`config.mk`:
```
export PLATFORM = sky130hd
export DESIGN_NAME = addsub_cla_pipe
export DESIGN_NICKNAME = d
export VERILOG_FILES = /design/src/rtl/addsub_cla_pipe_pkg.sv /design/src/rtl/addsub_cla_pipe_cla_segment.sv /design/src/rtl/addsub_cla_pipe.sv
export SDC_FILE = /design/constraint.sdc
export NUM_CORES = 2
export LEC_CHECK = 0
export BUFFER_PORTS_ARGS = -buffer_cell sky130_fd_sc_hd__clkbuf_2
export CORE_AREA = 3 3 387 389
export DETAILED_ROUTE_END_ITERATION = 8
export DIE_AREA = 0 0 390 392
export HOLD_SLACK_MARGIN = 0.15
export PLACE_DENSITY = 0.86
export SYNTH_ARGS = -nofsm -noshare
export SYNTH_HDL_FRONTEND = slang
export SYNTH_HIERARCHICAL = 1
export SYNTH_SLANG_ARGS = --single-unit
```
`constraint.sdc`:
```
create_clock -name clk -period 72.2 [get_ports clk]
set_input_delay 10.83 -clock clk [delete_from_list [all_inputs] [get_ports clk]]
set_output_delay 10.83 -clock clk [all_outputs]
set_load 0.005 [all_outputs]
```
`src/rtl/addsub_cla_pipe_pkg.sv`:
```
// Shared mode encodings and stage-count helper for the pipelined CLA add/sub.
package addsub_pkg;

  localparam logic ADD = 1'b0;
  localparam logic SUB = 1'b1;

  function automatic int num_stages(input int width, input int seg);
    return (width + seg - 1) / seg;
  endfunction

endpackage

```
`src/rtl/addsub_cla_pipe_cla_segment.sv`:
```
// Combinational N-bit carry-lookahead segment built from 4-bit lookahead blocks.
// Exposes segment generate/propagate so callers can look ahead across segments.
module cla_segment
  import addsub_pkg::*;
#(
  parameter int N = 64
) (
  input  logic [N-1:0] a,
  input  logic [N-1:0] b,
  input  logic         c_in,
  output logic [N-1:0] s,
  output logic         c_out,
  output logic         g,
  output logic         p
);

  localparam int NB = (N + 3) / 4;
  localparam int NP = NB * 4;

  logic [NP-1:0] gen;
  logic [NP-1:0] prop;
  logic [NP-1:0] cy;
  logic [NB:0]   blk_c;
  logic [NB-1:0] blk_g;
  logic [NB-1:0] blk_p;
  logic          unused_pad;

  // Padding bits propagate, so the top block carry equals the carry out of bit N-1.
  always_comb begin
    gen         = {NP{1'b0}};
    prop        = {NP{1'b1}};
    gen[N-1:0]  = a & b;
    prop[N-1:0] = a ^ b;
  end

  assign blk_c[0] = c_in;

  for (genvar j = 0; j < NB; j++) begin : g_blk
    localparam int B = 4 * j;
    assign cy[B]   = blk_c[j];
    assign cy[B+1] = gen[B] | (prop[B] & blk_c[j]);
    assign cy[B+2] = gen[B+1] | (prop[B+1] & gen[B]) | (prop[B+1] & prop[B] & blk_c[j]);
    assign cy[B+3] = gen[B+2] | (prop[B+2] & gen[B+1]) | (prop[B+2] & prop[B+1] & gen[B])
                   | (prop[B+2] & prop[B+1] & prop[B] & blk_c[j]);
    assign blk_g[j] = gen[B+3] | (prop[B+3] & gen[B+2]) | (prop[B+3] & prop[B+2] & gen[B+1])
                    | (prop[B+3] & prop[B+2] & prop[B+1] & gen[B]);
    assign blk_p[j]   = &prop[B +: 4];
    assign blk_c[j+1] = blk_g[j] | (blk_p[j] & blk_c[j]);
  end

  // Fold block generate/propagate into the segment-level pair.
  always_comb begin
    g = 1'b0;
    p = 1'b1;
    for (int j = 0; j < NB; j++) begin
      g = blk_g[j] | (blk_p[j] & g);
      p = p & blk_p[j];
    end
  end

  assign s          = prop[N-1:0] ^ cy[N-1:0];
  assign c_out      = blk_c[NB];
  assign unused_pad = ^cy;

endmodule

```
`src/rtl/addsub_cla_pipe.sv`:
```
// Pipelined carry-lookahead adder/subtractor, one SEG-bit segment resolved per stage.
// Define ADDSUB_CLA_PIPE_OVF_EN to build the signed overflow flag; otherwise it reads 0.
module addsub_cla_pipe
  import addsub_pkg::*;
#(
  parameter int WIDTH = 257,
  parameter int SEG   = 64
) (
  input  logic             clk,
  input  logic             rst,
  input  logic             in_valid,
  output logic             in_ready,
  input  logic [WIDTH-1:0] a,
  input  logic [WIDTH-1:0] b,
  input  logic             add_sub,
  output logic             out_valid,
  input  logic             out_ready,
  output logic [WIDTH-1:0] s,
  output logic             carry_out,
  output logic             overflow
);

  localparam int STAGES = num_stages(WIDTH, SEG);

  logic             adv;
  logic             stg_valid [STAGES];
  logic             stg_carry [STAGES];
  logic             stg_mode  [STAGES];
  logic [WIDTH-1:0] stg_a     [STAGES];
  logic [WIDTH-1:0] stg_b     [STAGES];
  logic [WIDTH-1:0] stg_res   [STAGES];
  logic             unused_tail;

  assign adv         = ~stg_valid[STAGES-1] | out_ready;
  assign in_ready    = adv;
  assign out_valid   = stg_valid[STAGES-1];
  assign s           = stg_res[STAGES-1];
  assign carry_out   = stg_carry[STAGES-1];
  assign unused_tail = ^{stg_mode[STAGES-1], stg_a[STAGES-1], stg_b[STAGES-1]};

`ifdef ADDSUB_CLA_PIPE_OVF_EN
  logic ovf;
  assign overflow = ovf;
`else
  assign overflow = 1'b0;
`endif

  for (genvar k = 0; k < STAGES; k++) begin : g_stage
    localparam int LO = k * SEG;
    localparam int N  = (k == STAGES - 1) ? WIDTH - LO : SEG;

    logic             v_in;
    logic             c_in;
    logic             m_in;
    logic [WIDTH-1:0] a_in;
    logic [WIDTH-1:0] b_in;
    logic [WIDTH-1:0] r_in;
    logic [WIDTH-1:0] r_next;
    logic [N-1:0]     seg_s;
    logic             seg_c;
    logic             seg_g;
    logic             seg_p;
    logic             unused_gp;

    if (k == 0) begin : g_head
      assign v_in = in_valid;
      assign m_in = add_sub;
      assign c_in = (add_sub == SUB);
      assign a_in = a;
      assign b_in = (add_sub == ADD) ? b : ~b;
      assign r_in = {WIDTH{1'b0}};
    end else begin : g_link
      assign v_in = stg_valid[k-1];
      assign m_in = stg_mode[k-1];
      assign c_in = stg_carry[k-1];
      assign a_in = stg_a[k-1];
      assign b_in = stg_b[k-1];
      assign r_in = stg_res[k-1];
    end

    cla_segment #(.N(N)) u_seg (
      .a     (a_in[LO +: N]),
      .b     (b_in[LO +: N]),
      .c_in  (c_in),
      .s     (seg_s),
      .c_out (seg_c),
      .g     (seg_g),
      .p     (seg_p)
    );

    assign unused_gp = seg_g ^ seg_p;

    // Splice this stage's resolved segment into the result carried forward.
    always_comb begin
      r_next          = r_in;
      r_next[LO +: N] = seg_s;
    end

    // Stage register: shifts on global advance, holds while the output is stalled.
    always_ff @(posedge clk) begin
      if (rst) begin
        stg_valid[k] <= 1'b0;
        stg_carry[k] <= 1'b0;
        stg_mode[k]  <= 1'b0;
        stg_a[k]     <= {WIDTH{1'b0}};
        stg_b[k]     <= {WIDTH{1'b0}};
        stg_res[k]   <= {WIDTH{1'b0}};
      end else if (adv) begin
        stg_valid[k] <= v_in;
        stg_carry[k] <= (k == STAGES - 1) ? (seg_c ^ m_in) : seg_c;
        stg_mode[k]  <= m_in;
        stg_a[k]     <= a_in;
        stg_b[k]     <= b_in;
        stg_res[k]   <= r_next;
      end
    end

`ifdef ADDSUB_CLA_PIPE_OVF_EN
    if (k == STAGES - 1) begin : g_ovf
      // Carry into the MSB is recovered from the MSB sum bit and its operand bits.
      always_ff @(posedge clk) begin
        if (rst) begin
          ovf <= 1'b0;
        end else if (adv) begin
          ovf <= seg_s[N-1] ^ a_in[WIDTH-1] ^ b_in[WIDTH-1] ^ seg_c;
        end
      end
    end
`endif
  end

endmodule
```
### Yosys cells after proc, flatten, opt, wreduce, memory -nomap -nowiden

Memory sizes are Yosys's and may differ from the RTL's.
Index checks and enable logic that the tools add are counted.

* register bits: 0
* bits in latches: 0
* RAM bits: 3870
* bits in read-only memories: 0
* bits of input ports: 519
* output and inout port bits: 261
* logic and storage cells: 1757
* memories kept: 6

Memories
* stg_a: words 5, width 257, read ports 4, clocked after memory_dff 0, write ports 5, line addsub_cla_pipe.sv:29 `logic [WIDTH-1:0] stg_a [STAGES];`
* stg_b: words 5, width 257, read ports 4, clocked after memory_dff 0, write ports 5, line addsub_cla_pipe.sv:30 `logic [WIDTH-1:0] stg_b [STAGES];`
* stg_res: words 5, width 257, read ports 5, clocked after memory_dff 0, write ports 5, line addsub_cla_pipe.sv:31 `logic [WIDTH-1:0] stg_res [STAGES];`
* stg_carry: words 5, width 1, read ports 5, clocked after memory_dff 0, write ports 5, line addsub_cla_pipe.sv:27 `logic stg_carry [STAGES];`
* stg_mode: words 5, width 1, read ports 4, clocked after memory_dff 0, write ports 5, line addsub_cla_pipe.sv:28 `logic stg_mode [STAGES];`
* stg_valid: words 5, width 1, read ports 5, clocked after memory_dff 0, write ports 5, line addsub_cla_pipe.sv:26 `logic stg_valid [STAGES];`

* $add $sub $neg: 0
* multipliers: 0
* divide/modulo/power cells: 0
* order comparisons: 0
* equality and inequality tests: 0
* shift-type cells: 0
* mux-type cells: 36
* bitwise operators: 1651
* reductions and logical operators: 64

Operators by type and width (count)
* two-way mux 257 bit: 16
* bitwise AND 1 bit: 962
* OR 1 bit: 672
* XOR 64 bit: 8
* inverter 257 bit: 1
* bitwise AND 64 bit: 4
* AND reduction 4 bit: 64
* two-way mux 1 bit: 20
* XOR 1 bit: 3
* inverter 1 bit: 1

### Logic depth before layout (Yosys ltp)

* depth after elaboration: 40
* depth in mapped cells: 15
* mapped depth without buffers: 14

### By module

The synthesis kept the hierarchy.

By module, submodules not included
* addsub_cla_pipe: times used 1, cells each 4042, area an instance 68286.7 um2, sequential area each 50658.6 um2
* cla_segment at g_stage[1].u_seg: times used 1, cells each 381, area an instance 3128.0 um2, sequential area each 0.0 um2
* cla_segment at g_stage[0].u_seg: times used 1, cells each 376, area an instance 3096.7 um2, sequential area each 0.0 um2
* cla_segment at g_stage[3].u_seg: times used 1, cells each 380, area an instance 3069.2 um2, sequential area each 0.0 um2
* cla_segment at g_stage[2].u_seg: times used 1, cells each 376, area an instance 3016.6 um2, sequential area each 0.0 um2
* cla_segment at g_stage[4].u_seg: times used 1, cells each 2, area an instance 32.5 um2, sequential area each 0.0 um2

### Least setup slack after synthesis

No wires, ideal clock.

* path kind: input to register
* start: in rst
* end: mem stg_a[0][100], enable pin
* library setup time: 2.381 ns
* data arrival time: 51.125 ns
* data required time: 69.819 ns
* setup slack: 18.694 ns
* stages: 3
* buffers on the path: 2
* cells stage by stage: buf_2 -> clkbuf_1 -> nand2b_1

RTL lines
* start: declaration: line addsub_cla_pipe.sv:10 `input logic rst,`
* end: declaration: line addsub_cla_pipe.sv:29

### Worst setup path in the final report

* start: in out_ready
* end: out in_ready

* longest elaborated chain between the ends: 1

RTL lines
* start: declaration: line addsub_cla_pipe.sv:17 `input logic out_ready,`
* OR 1 bit: line addsub_cla_pipe.sv:34 `assign adv = ~stg_valid[STAGES-1] | out_ready;`
* end: declaration: line addsub_cla_pipe.sv:12 `output logic in_ready,`

Every way passes these cells.

==> flow_metrics.tcl <==
set metrics [dict create \
    grt_pass1_vias 45532 \
    vias 46723 \
    min_path_type "register to register" \
    path_clk_slew_ns 0.06 \
    path_cells "clkbuf_2 -> nor2b_4 -> inv_1 -> clkbuf_2" \
    ioPinCount 780 \
    clock_path_buffers 3 \
    ir_drop_mv 0.0197 \
    worst_pin_slew_ns 1.58 \
    clockPowerShare_pct 38.4 \
    drt_wl_total_mm 169 \
    cts_tree "built" \
    power_frac_seq_pct 52.1 \
    power_density_mw_per_mm2 24.9 \
    status "finished, violations left" \
    cts_setup_buffers 0 \
    slew_violations 86 \
    drc_errors 2 \
    antenna_found_initial 15 \
    max_clock_freq_mhz 44.6 \
    cpMaxStageDelayCell "nor2b_4" \
    fin_setup_tns_ns 0 \
    die_y_um 392 \
    cts_buffers 170 \
    port_buffers 778 \
    power.leakage_nw 36.4 \
    drive_above_1_share_pct 20.5 \
    detail_route.wl_per_cell_um 20.8 \
    track_usage_pct 21.4 \
    core.rowCount 141 \
    hpwl_mm 110 \
    arrival_ns 11.61 \
    violations "DRC, slew limit" \
    combPwrFrac_pct 9.4 \
    power_switching_share_pct 22.6 \
    cpMostUsedCell "clkbuf_2" \
    p_sw_mw 0.505 \
    die_w_um 390 \
    syn_area_per_cell_sq_um 14.6 \
    cts_max_level 4 \
    hold_buffers 0 \
    whs_path_depth 1 \
    slowest_delay_ns 0.26 \
    insertion_delay_ns 0.80 \
    crit_fanout 3 \
    syn_inst 5469 \
    ys_warn_count 6 \
    fin_crit_sh_pct 31.1 \
    core-area_sq_mm 0.147 \
    final-setup-viol-count 0 \
    place.gp.congestion 0.931 \
    grt_max_degree 259 \
    cp-start-kind "input port" \
    grt_overflow 0 \
    reg2regPathDepth 8 \
    initial_utilization_pct 54.4 \
    finClkSkew_ns 0.0577 \
    timing.max_cap.violations 0 \
    dieArea_sq_mm 0.153 \
    crit_required_ns 61.37 \
    layout_min_cycle_time_ns 22.44 \
    cts_repair_resize_count 0 \
    pre_cts_ws_ns 49.73 \
    criticalPathCategory "input port to output port" \
    fin_ws_ns 49.76 \
    dr.pass1.iters 8 \
    first_iter_violations 4430 \
    whs_ns 0.563 \
    synth_area_sq_mm 0.0801 \
    slew_headroom_pct -5.19 \
    rsz0062_at_grt "false" \
    clock-sinks 1687 \
    internal_power_mw 1.73 \
    ant_nets 0 \
    cts_root_buf "clkbuf_16" \
    syn_nets 6309 \
    fin_nets 6897 \
    grt_first_pass_wirelength_mm 257 \
    syn_to_final_growth_pct 12.1 \
    vias_per_cell 5.74 \
    crit_path_end_kind "output port" \
    hold_viol_final 0 \
]
## worst paths after layout
| kind | startpoint | to | slack [ns] |
|---|---|---|---|
| min reg2reg | stg_res[0][7] | stg_res[1][7] | 0.56 |
| min | stg_res[0][7] | stg_res[1][7] | 0.56 |
| max | out_ready | in_ready | 49.76 |
| max reg2reg | stg_valid[4] | stg_res[2][66] | 66.22 |
## layout by cell type, fill, tap and decap left out, types with 7 or more instances in the layout
| master | count |
|---|---|
| a31oi_1 | 14 |
| a21o_1 | 76 |
| a211oi_1 | 10 |
| diode_2 | 11 |
| xor2_1 | 151 |
| o21bai_1 | 15 |
| ha_1 | 256 |
| and4_1 | 7 |
| o21ai_1 | 21 |
| clkbuf_2 | 776 |
| clkinvlp_4 | 9 |
| and3_1 | 7 |
| bufinv_16 | 12 |
| nor2b_1 | 19 |
| xnor2_1 | 280 |
| fa_1 | 65 |
| buf_4 | 35 |
| a21oi_2 | 14 |
| o311ai_1 | 7 |
| edfxtp_1 | 1687 |
| a221oi_1 | 8 |
| nor3b_2 | 110 |
| nand2_1 | 89 |
| nand3_1 | 22 |
| nand3b_1 | 8 |
| o21ai_0 | 34 |
| inv_1 | 86 |
| nor2_1 | 69 |
| clkbuf_1 | 33 |
| or2_2 | 16 |
| clkinv_2 | 31 |
| clkinv_1 | 33 |
| nor3_1 | 229 |
| clkbuf_16 | 175 |
| nor3b_1 | 1388 |
| nand4_1 | 49 |
| buf_12 | 11 |
| a21oi_1 | 146 |
| nand2b_1 | 15 |
| o21a_1 | 19 |
## critical path: cells and delay by family
kind	cells	cell delay, ns
AND/OR/NAND/NOR	1	0.26
buffers and inverters	3	0.51
## layer usage
metal / GRT usage, % / routed length [um] / up-vias
li1: - / - / 21884
met1: 28.1 / 68200 / 22930
met2: 34.3 / 81300 / 1534
met3: 4.20 / 11000 / 373
met4: 10.8 / 8310 / 2
met5: 0 / 13 / -
## cell type report
cell class              count  area [sq um]
fillers                 10463         57400
flip-flops and latches   1687         50700
multi-input cells        3284         26500
clock buffers             208          4500
repair buffers            823          4380
well taps                1930          2410
clock inverters           100           933
inverters                  91           342
diodes                     11          27.5
## power groups by stage
stage               logic (mW)  clock network (mW)  registers (mW)
floorplan                0.148                   0            1.19
global placement         0.201                   0            1.18
detailed placement       0.209                   0            1.19
CTS                      0.212               0.875            1.17
global route             0.232               0.915            1.17
finish                   0.211               0.860            1.17
## flip-flops by register name, indices dropped and copies added, names as in the netlist
signal and flops:
stg_res 897, stg_a 388, stg_b 388, stg_carry 5, stg_valid 5, stg_mode 4
## stage by stage
stage               cells  cell area [sq um]  total power, mW  util [%]
finish               8134              89700             2.24      61.0
detailed placement   7815              84300             1.39      57.3
CTS                  8123              89700             2.25      61.0
global route         8131              89700             2.32      61.0
floorplan            5469              80100             1.34         -
global placement     7815              84300             1.38      57.3
Note: power is estimated with default switching activity, not from simulation.
